## src/rtl/global_control_pkg.sv

```systemverilog
// global_control_pkg: types shared by the sequencer, the cell cores and the grid.
//   pc_t           program-memory address (256 words)
//   sp_t           return-stack pointer (16 entries)
//   opcode_t       control-flow opcodes plus the cell operations
//   instruction_t  broadcast instruction word {opcode, target}
//   state_t        sequencer state
package global_control_pkg;

  localparam int unsigned PC_W = 8;
  localparam int unsigned SP_W = 4;

  typedef logic [PC_W-1:0] pc_t;
  typedef logic [SP_W-1:0] sp_t;

  typedef enum logic [3:0] {
    OP_NOP   = 4'd0,
    OP_JMP   = 4'd1,
    OP_BRC   = 4'd2,
    OP_CALL  = 4'd3,
    OP_RET   = 4'd4,
    OP_HALT  = 4'd5,
    OP_ADD   = 4'd6,
    OP_SUB   = 4'd7,
    OP_AND   = 4'd8,
    OP_OR    = 4'd9,
    OP_XOR   = 4'd10,
    OP_SHL   = 4'd11,
    OP_SHR   = 4'd12,
    OP_LOAD  = 4'd13,
    OP_STORE = 4'd14,
    OP_SWAP  = 4'd15
  } opcode_t;

  typedef struct packed {
    opcode_t opcode;
    pc_t     target;
  } instruction_t;

  typedef enum logic [1:0] {
    ST_IDLE  = 2'd0,
    ST_FETCH = 2'd1,
    ST_ISSUE = 2'd2,
    ST_HALT  = 2'd3
  } state_t;

  // Sequential successor; wraps from the last program word back to 0.
  function automatic pc_t pc_inc(input pc_t pc);
    return pc + 1'b1;
  endfunction

endpackage

```

## src/rtl/global_control_if.sv

```systemverilog
// global_control_if: broadcast bus between the sequencer and the cell grid.
//   instruction           issued instruction word
//   next_program_counter  PC after the issued instruction
//   next_stack_pointer    SP after the issued instruction
//   global_enable         one-cycle issue strobe
//   diverge_consensus     AND of all cores' diverge flags (grid -> sequencer)
// master: sequencer side; slave: grid side.
interface global_control_if;
  import global_control_pkg::*;

  instruction_t instruction;
  pc_t          next_program_counter;
  sp_t          next_stack_pointer;
  logic         global_enable;
  logic         diverge_consensus;

  modport master (
    output instruction,
    output next_program_counter,
    output next_stack_pointer,
    output global_enable,
    input  diverge_consensus
  );

  modport slave (
    input  instruction,
    input  next_program_counter,
    input  next_stack_pointer,
    input  global_enable,
    output diverge_consensus
  );
endinterface

```

## src/rtl/global_control_return_stack.sv

```systemverilog
// return_stack: STACK_DEPTH x pc_t return-address RAM with a registered pointer.
//   clk, rst    clock, synchronous active-high reset (pointer only)
//   clear       reset pointer to 0 (execution start)
//   push        write push_data at stack[sp], sp+1
//   pop         sp-1
//   sp          current stack pointer
//   top         stack[sp-1], the address a RET returns to
//   overflow    sp == STACK_DEPTH-1 (a further push is refused by the caller)
//   underflow   sp == 0
// The RAM contents are never cleared.
module return_stack
  import global_control_pkg::*;
#(
  parameter int unsigned STACK_DEPTH = 16
) (
  input  logic clk,
  input  logic rst,
  input  logic clear,
  input  logic push,
  input  logic pop,
  input  pc_t  push_data,
  output sp_t  sp,
  output pc_t  top,
  output logic overflow,
  output logic underflow
);

  pc_t mem [STACK_DEPTH];

  always_ff @(posedge clk) begin
    if (push) begin
      mem[sp] <= push_data;
    end
  end

  always_ff @(posedge clk) begin
    if (rst || clear) begin
      sp <= '0;
    end else if (push) begin
      sp <= sp + 1'b1;
    end else if (pop) begin
      sp <= sp - 1'b1;
    end
  end

  assign top       = mem[sp - 1'b1];
  assign overflow  = (sp == sp_t'(STACK_DEPTH - 1));
  assign underflow = (sp == '0);

endmodule

```

## src/rtl/global_control.sv

```systemverilog
// global_control: program sequencer driving the cell grid's broadcast bus.
// Holds program memory, PC and return stack; fetches each word, then issues
// it to all cores with a one-cycle global_enable (one instruction per 2 cycles).
//   clk, rst             clock, synchronous active-high reset
//   prog_we/addr/wdata   program-memory write port (honoured in IDLE/HALT only)
//   start                begin execution at address 0 (honoured in IDLE/HALT only)
//   bus (master)         instruction, next_program_counter, next_stack_pointer,
//                        global_enable out; diverge_consensus in
//   running              high in FETCH/ISSUE
//   halted               high in HALT
//   fault                sticky stack overflow/underflow
//   issue_count          (GLOBAL_CONTROL_ISSUE_COUNT_EN only) count of issue strobes
module global_control
  import global_control_pkg::*;
#(
  parameter int unsigned PROG_DEPTH  = 256,
  parameter int unsigned STACK_DEPTH = 16
) (
  input  logic             clk,
  input  logic             rst,
  input  logic             prog_we,
  input  pc_t              prog_addr,
  input  instruction_t     prog_wdata,
  input  logic             start,
  global_control_if.master bus,
  output logic             running,
  output logic             halted,
  output logic             fault
`ifdef GLOBAL_CONTROL_ISSUE_COUNT_EN
  ,
  output logic [31:0]      issue_count
`endif
);

  state_t       state;
  pc_t          pc;
  instruction_t instr_q;
  pc_t          npc_q;
  sp_t          nsp_q;
  instruction_t prog_mem [PROG_DEPTH];

  logic idle_like;
  logic start_ok;
  logic issuing;

  sp_t  sp;
  pc_t  stk_top;
  logic stk_overflow;
  logic stk_underflow;

  pc_t  npc;
  sp_t  nsp;
  logic push;
  logic pop;
  logic halt_hit;
  logic fault_hit;
  logic ge;

  assign idle_like = (state == ST_IDLE) || (state == ST_HALT);
  assign start_ok  = idle_like && start;
  assign issuing   = (state == ST_ISSUE);

  always_ff @(posedge clk) begin
    if (prog_we && idle_like && !rst) begin
      prog_mem[prog_addr] <= prog_wdata;
    end
  end

  return_stack #(
    .STACK_DEPTH (STACK_DEPTH)
  ) u_stack (
    .clk       (clk),
    .rst       (rst),
    .clear     (start_ok),
    .push      (push && !rst),
    .pop       (pop && !rst),
    .push_data (pc_inc(pc)),
    .sp        (sp),
    .top       (stk_top),
    .overflow  (stk_overflow),
    .underflow (stk_underflow)
  );

  // Control-flow resolution for the word held in instr_q; only meaningful in ISSUE.
  // Faulting CALL/RET and HALT keep pc/sp where they are.
  always_comb begin
    npc       = pc_inc(pc);
    nsp       = sp;
    push      = 1'b0;
    pop       = 1'b0;
    halt_hit  = 1'b0;
    fault_hit = 1'b0;
    case (instr_q.opcode)
      OP_JMP: npc = instr_q.target;
      OP_BRC: begin
        if (bus.diverge_consensus) begin
          npc = instr_q.target;
        end
      end
      OP_CALL: begin
        if (stk_overflow) begin
          fault_hit = 1'b1;
          npc       = pc;
        end else begin
          push = 1'b1;
          nsp  = sp + 1'b1;
          npc  = instr_q.target;
        end
      end
      OP_RET: begin
        if (stk_underflow) begin
          fault_hit = 1'b1;
          npc       = pc;
        end else begin
          pop = 1'b1;
          nsp = sp - 1'b1;
          npc = stk_top;
        end
      end
      OP_HALT: begin
        halt_hit = 1'b1;
        npc      = pc;
      end
      default: ;
    endcase
    if (!issuing) begin
      push      = 1'b0;
      pop       = 1'b0;
      halt_hit  = 1'b0;
      fault_hit = 1'b0;
    end
  end

  assign ge = issuing && !halt_hit && !fault_hit;

  // instr_q is the synchronous read register of the program RAM; it only loads
  // in FETCH, so it also holds the last issued word outside ISSUE.
  always_ff @(posedge clk) begin
    if (rst) begin
      state       <= ST_IDLE;
      pc          <= '0;
      fault       <= 1'b0;
      instr_q     <= '0;
      npc_q       <= '0;
      nsp_q       <= '0;
`ifdef GLOBAL_CONTROL_ISSUE_COUNT_EN
      issue_count <= '0;
`endif
    end else begin
      case (state)
        ST_IDLE, ST_HALT: begin
          if (start) begin
            pc          <= '0;
            fault       <= 1'b0;
            state       <= ST_FETCH;
`ifdef GLOBAL_CONTROL_ISSUE_COUNT_EN
            issue_count <= '0;
`endif
          end
        end
        ST_FETCH: begin
          instr_q <= prog_mem[pc];
          state   <= ST_ISSUE;
        end
        ST_ISSUE: begin
          pc    <= npc;
          npc_q <= npc;
          nsp_q <= nsp;
          if (fault_hit) begin
            fault <= 1'b1;
            state <= ST_HALT;
          end else if (halt_hit) begin
            state <= ST_HALT;
          end else begin
            state <= ST_FETCH;
          end
`ifdef GLOBAL_CONTROL_ISSUE_COUNT_EN
          if (ge) begin
            issue_count <= issue_count + 32'd1;
          end
`endif
        end
        default: state <= ST_IDLE;
      endcase
    end
  end

  assign bus.instruction          = instr_q;
  assign bus.next_program_counter = issuing ? npc : npc_q;
  assign bus.next_stack_pointer   = issuing ? nsp : nsp_q;
  assign bus.global_enable        = ge;

  assign running = (state == ST_FETCH) || (state == ST_ISSUE);
  assign halted  = (state == ST_HALT);

endmodule

```

## src/flat_wrapper.sv

```systemverilog
// flat-port wrapper written by rule: the top's interface ports become plain ports
module global_control_flat import global_control_pkg::*;
#(
  parameter int unsigned PROG_DEPTH  = 256,
  parameter int unsigned STACK_DEPTH = 16
)
  (clk, rst, prog_we, prog_addr, prog_wdata, start, running, halted, fault, bus_instruction, bus_next_program_counter, bus_next_stack_pointer, bus_global_enable, bus_diverge_consensus);
  global_control_if bus_i ();
  input  logic clk;
  input  logic rst;
  input  logic prog_we;
  input  pc_t prog_addr;
  input  instruction_t prog_wdata;
  input  logic start;
  output logic running;
  output logic halted;
  output logic fault;
  output wire logic [$bits(bus_i.instruction)-1:0] bus_instruction;
  output wire logic [$bits(bus_i.next_program_counter)-1:0] bus_next_program_counter;
  output wire logic [$bits(bus_i.next_stack_pointer)-1:0] bus_next_stack_pointer;
  output wire logic [$bits(bus_i.global_enable)-1:0] bus_global_enable;
  input wire logic [$bits(bus_i.diverge_consensus)-1:0] bus_diverge_consensus;
  assign bus_instruction = bus_i.instruction;
  assign bus_next_program_counter = bus_i.next_program_counter;
  assign bus_next_stack_pointer = bus_i.next_stack_pointer;
  assign bus_global_enable = bus_i.global_enable;
  assign bus_i.diverge_consensus = bus_diverge_consensus;
  global_control #(.PROG_DEPTH(PROG_DEPTH), .STACK_DEPTH(STACK_DEPTH)) u_core (.clk(clk), .rst(rst), .prog_we(prog_we), .prog_addr(prog_addr), .prog_wdata(prog_wdata), .start(start), .bus(bus_i), .running(running), .halted(halted), .fault(fault));
endmodule
```

## config.mk

```make
export PLATFORM = sky130hd
export DESIGN_NAME = global_control_flat
export DESIGN_NICKNAME = d
export VERILOG_FILES = /design/src/rtl/global_control_pkg.sv /design/src/rtl/global_control_if.sv /design/src/rtl/global_control_return_stack.sv /design/src/rtl/global_control.sv /design/src/flat_wrapper.sv
export SDC_FILE = /design/constraint.sdc
export NUM_CORES = 2
export LEC_CHECK = 0
export CAP_MARGIN = 30
export CORE_UTILIZATION = 35
export CTS_CLUSTER_SIZE = 40
export DETAILED_ROUTE_END_ITERATION = 6
export GPL_TIMING_DRIVEN = 0
export REMOVE_ABC_BUFFERS = 1
export SYNTH_ARGS = -nofsm -noshare
export SYNTH_HDL_FRONTEND = slang
export SYNTH_SLANG_ARGS = --single-unit
```

## constraint.sdc

```tcl
create_clock -name clk -period 10.2 [get_ports clk]
set_input_delay 1.02 -clock clk [delete_from_list [all_inputs] [get_ports clk]]
set_output_delay 1.02 -clock clk [all_outputs]
set_load 0.005 [all_outputs]
```

==> reports/results.ini <==
[hold_path]
hp-start = prog_wdata[11]
holdPathEnd = u_core.prog_mem[145][11]$_DFFE_PP_
min_path_cells = 1
hp-class = input pin to register

[critical_path]
r2r-end = u_core.bus.instruction[9]$_SDFFE_PP0N_
crit_required_ps = 9180
r2r_slack_ps = 5280
cp_cell_sequence = inv_1, ha_2, mux4_2, nor2b_1, a211oi_1, a21oi_1, a221oi_1, nor2_1, or2_1, clkdlybuf4s50_1
crit_path_top_delay_cell = ha_2
reg2reg_depth = 12
rr_startpoint = u_core.pc[0]$_SDFFE_PP0P_
arrival_ps = 5100
crit_path_max_fanout = 35
end_kind = output port
critPathLaunchType = register
cpPeakStageDelay_ps = 1030
crit_type = register to output port

[detailed_routing]
detail_route.vias_per_cell = 5.476
firstDrtPassIters = 7
drtAntennaViolNets = 0
vias = 62690
route.detailed.drc = 0
routedWlPerCell_microns = 27.32
wirelength_microns = 312700
drtIter0Drc = 7458

[sta]
fin_crit_sh = 0.5998
skew_ps = 28.67
finalSetupViolCount = 0
drv_slew = 0
fmax_ghz = 0.1635
relSlewSlack = 0.2611
hold-worst-slack_ps = 436.0
finalSetupTns_ps = 0
min_period_ps = 6118
max_slew.worst_pin.slew_ps = 1107
hold_violations = 0
rsz0062_at_grt = no
fin_ws_ps = 4082

[synth]
yosys.area_share.xor_xnor = 0.0008351
synth_mux_area_frac = 0.1454
ys_seq_area_frac = 0.7697
synth_top_family_by_area = multiplexers
async_reset_ff_frac = 0
synth_warnings = 0
synthSimpleGateAreaFrac = 0.02499
synth_ff_type = edfxtp_1
synth_enable_flop_cells = 3200
ys_types = 74
syn_area_sq_um = 125900
synth-compound-area-share = 0.03949
synthCells = 6063
avgSynthCellArea_sq_um = 20.76
postSynthRegisterBits = 3239
synthAdderAreaFrac = 0.0008947

[die]
ios = 53
start_util = 0.3528
core_area_sq_um = 356800
die_w_microns = 601.7
num_rows = 219
die_h_microns = 601.7
dieArea_sq_um = 362000

[global_route]
overflow = 0
antenna_found_initial = 13
grt_max_degree = 147
grt.total_usage = 0.1687
grt_pass1_wl_microns = 448900
grt_pass1_vias = 62460

[clocking]
cts_tree = yes
clkTransAtPathRegs_ps = 60
clk_latency_ps = 890
cts_setup_buffers = 0
clock_path_buffers = 4
root_buffer = clkbuf_16
ctsResizeCount = 0
clock-sinks = 3239
cts_made_buffers = 313
cts_max_level = 5
cts-hold-fix-buffers = 0

[job]
maxCapViolCount = 0

[placement]
place_area_sq_um = 135700
place_hpwl_microns = 197600
gp_congestion = 0.7940
port_buffers = 52
place_ws_ps = 4963

[final_layout]
final_common_cell = edfxtp_1
post-route-cell-area_sq_um = 145500
mostFrequentLayoutCells = edfxtp_1 (3200), mux4_2 (622), mux2i_1 (325), clkbuf_16 (323), nor2_1 (310)
areaGrowthSynthToFinish_pct = 15.58
drive_gt1_frac = 0.2242
nNetsFinal = 6490

[power_and_ir_drop]
ir_worst_vdd_v = 0.0001144
pwr_density_cell_nw_per_um2 = 192.0
p_leak_nw = 43.43

[run_status]
run_status = finished, final reports clean

synth_stat cells (5+ instances only):
| master | n | area (sq um) |
|---|---|---|
| a2111oi_0 | 41 | 359.1 |
| mux2_2 | 15 | 168.9 |
| a221oi_1 | 9 | 78.83 |
| nor2b_1 | 25 | 156.4 |
| and3_1 | 23 | 143.9 |
| o21ai_0 | 53 | 265.3 |
| mux4_2 | 622 | 14010 |
| edfxtp_1 | 3200 | 96090 |
| nor3_1 | 26 | 130.1 |
| ha_1 | 9 | 112.6 |
| a211oi_1 | 20 | 150.1 |
| a22o_1 | 28 | 245.2 |
| buf_4 | 41 | 307.8 |
| xnor2_1 | 9 | 78.83 |
| o221ai_1 | 81 | 709.4 |
| nand2b_1 | 8 | 50.05 |
| mux4_1 | 33 | 867.1 |
| and2_1 | 23 | 143.9 |
| nand2_1 | 213 | 799.5 |
| a21o_1 | 6 | 45.04 |
| clkbuf_1 | 148 | 555.5 |
| buf_1 | 19 | 71.32 |
| a2111oi_2 | 9 | 135.1 |
| buf_8 | 9 | 135.1 |
| nor3b_1 | 5 | 37.54 |
| o211ai_1 | 16 | 120.1 |
| a31oi_1 | 38 | 237.7 |
| dfxtp_1 | 39 | 780.8 |
| o22ai_1 | 121 | 757.0 |
| a21oi_1 | 148 | 740.7 |
| buf_12 | 14 | 280.3 |
| nand3_1 | 31 | 155.2 |
| buf_2 | 91 | 455.4 |
| nand3b_1 | 8 | 60.06 |
| nor2_1 | 314 | 1179 |
| a21boi_0 | 12 | 90.09 |
| mux2i_1 | 325 | 3253 |
| a22oi_1 | 97 | 728.2 |
| buf_6 | 41 | 461.7 |
| a211o_1 | 12 | 105.1 |
| inv_1 | 8 | 30.03 |
| nand4_1 | 16 | 100.1 |
worst max path at each step:
stage / cells past startpoint / end / startpoint / slack (ps)
3_3_place_gp: 7 / u_core.bus.instruction[4]$_SDFFE_PP0N_ / u_core.pc[0]$_SDFFE_PP0P_ / -62390
4_1_cts: 10 / bus_next_program_counter[3] / u_core.u_stack.sp[0]$_SDFFE_PP0P_ / 3990
3_5_place_dp: 10 / bus_next_program_counter[3] / u_core.u_stack.sp[0]$_SDFFE_PP0P_ / 4960
6_report: 10 / bus_next_program_counter[3] / u_core.u_stack.sp[0]$_SDFFE_PP0P_ / 4080
2_1_floorplan: 7 / u_core.bus.instruction[10]$_SDFFE_PP0N_ / u_core.pc[0]$_SDFFE_PP0P_ / -32340
5_1_grt: 10 / bus_next_program_counter[3] / u_core.u_stack.sp[0]$_SDFFE_PP0P_ / 3690
flip-flops by register name, indices dropped and copies added (netlist names):
signal,flops
u_core.bus.instruction,12
u_core.fault,1
u_core.npc_q,8
u_core.nsp_q,4
u_core.pc,8
u_core.prog_mem,3072
u_core.state,2
u_core.u_stack.mem,128
u_core.u_stack.sp,4
worst max-delay path, delay by kind of cell (launching register included):
family	cells	cell delay, ps
buffers and inverters	2	750
and+or+nand+nor	3	560
DFF	1	740
AOI/OAI and AO/OA	3	720
adders and majority gates	1	1030
muxes	1	400
power by group:
| part | internal [mW] | total, mW | switching [mW] |
|---|---|---|---|
| Sequential | 14.7 | 14.7 | 0.0755 |
| Clock | 6.35 | 11.2 | 4.86 |
| Combinational | 0.846 | 2.00 | 1.15 |
layout make-up:
cell class,count,area [sq um]
Tap cell,4751,5944
Fill cell,31100,211300
Antenna cell,5,12.51
Sequential cell,3239,96890
Timing Repair Buffer,439,6113
Clock buffer,386,8319
Inverter,11,46.29
Multi-Input combinational cell,2452,26780
Clock inverter,164,1366
kinds of logic after synthesis:
kind of cell / count (synthesis)
mux: 995
other cells: 1
fa+ha+maj: 9
buf+inv: 379
xor+xnor: 12
simple gates: 717
flops: 3239
compound gates: 711
per-stage QoR:
step,utilization,instances,power [mW]
CTS,0.4075,11440,28.12
global route,0.4077,11440,28.71
global placement,0.3645,10510,19.01
finish,0.4077,11450,27.93
detailed placement,0.3804,10890,17.02
floorplan,-,5702,17.72
layer usage:
layer	GRT usage	vias up	wire, microns
met5	0	-	0
met3	0.03330	421	25830
met2	0.2639	2626	146100
met1	0.2442	33450	134200
met4	0.03741	0	6519
li1	-	26190	-
(Power assumes the default switching activity.)
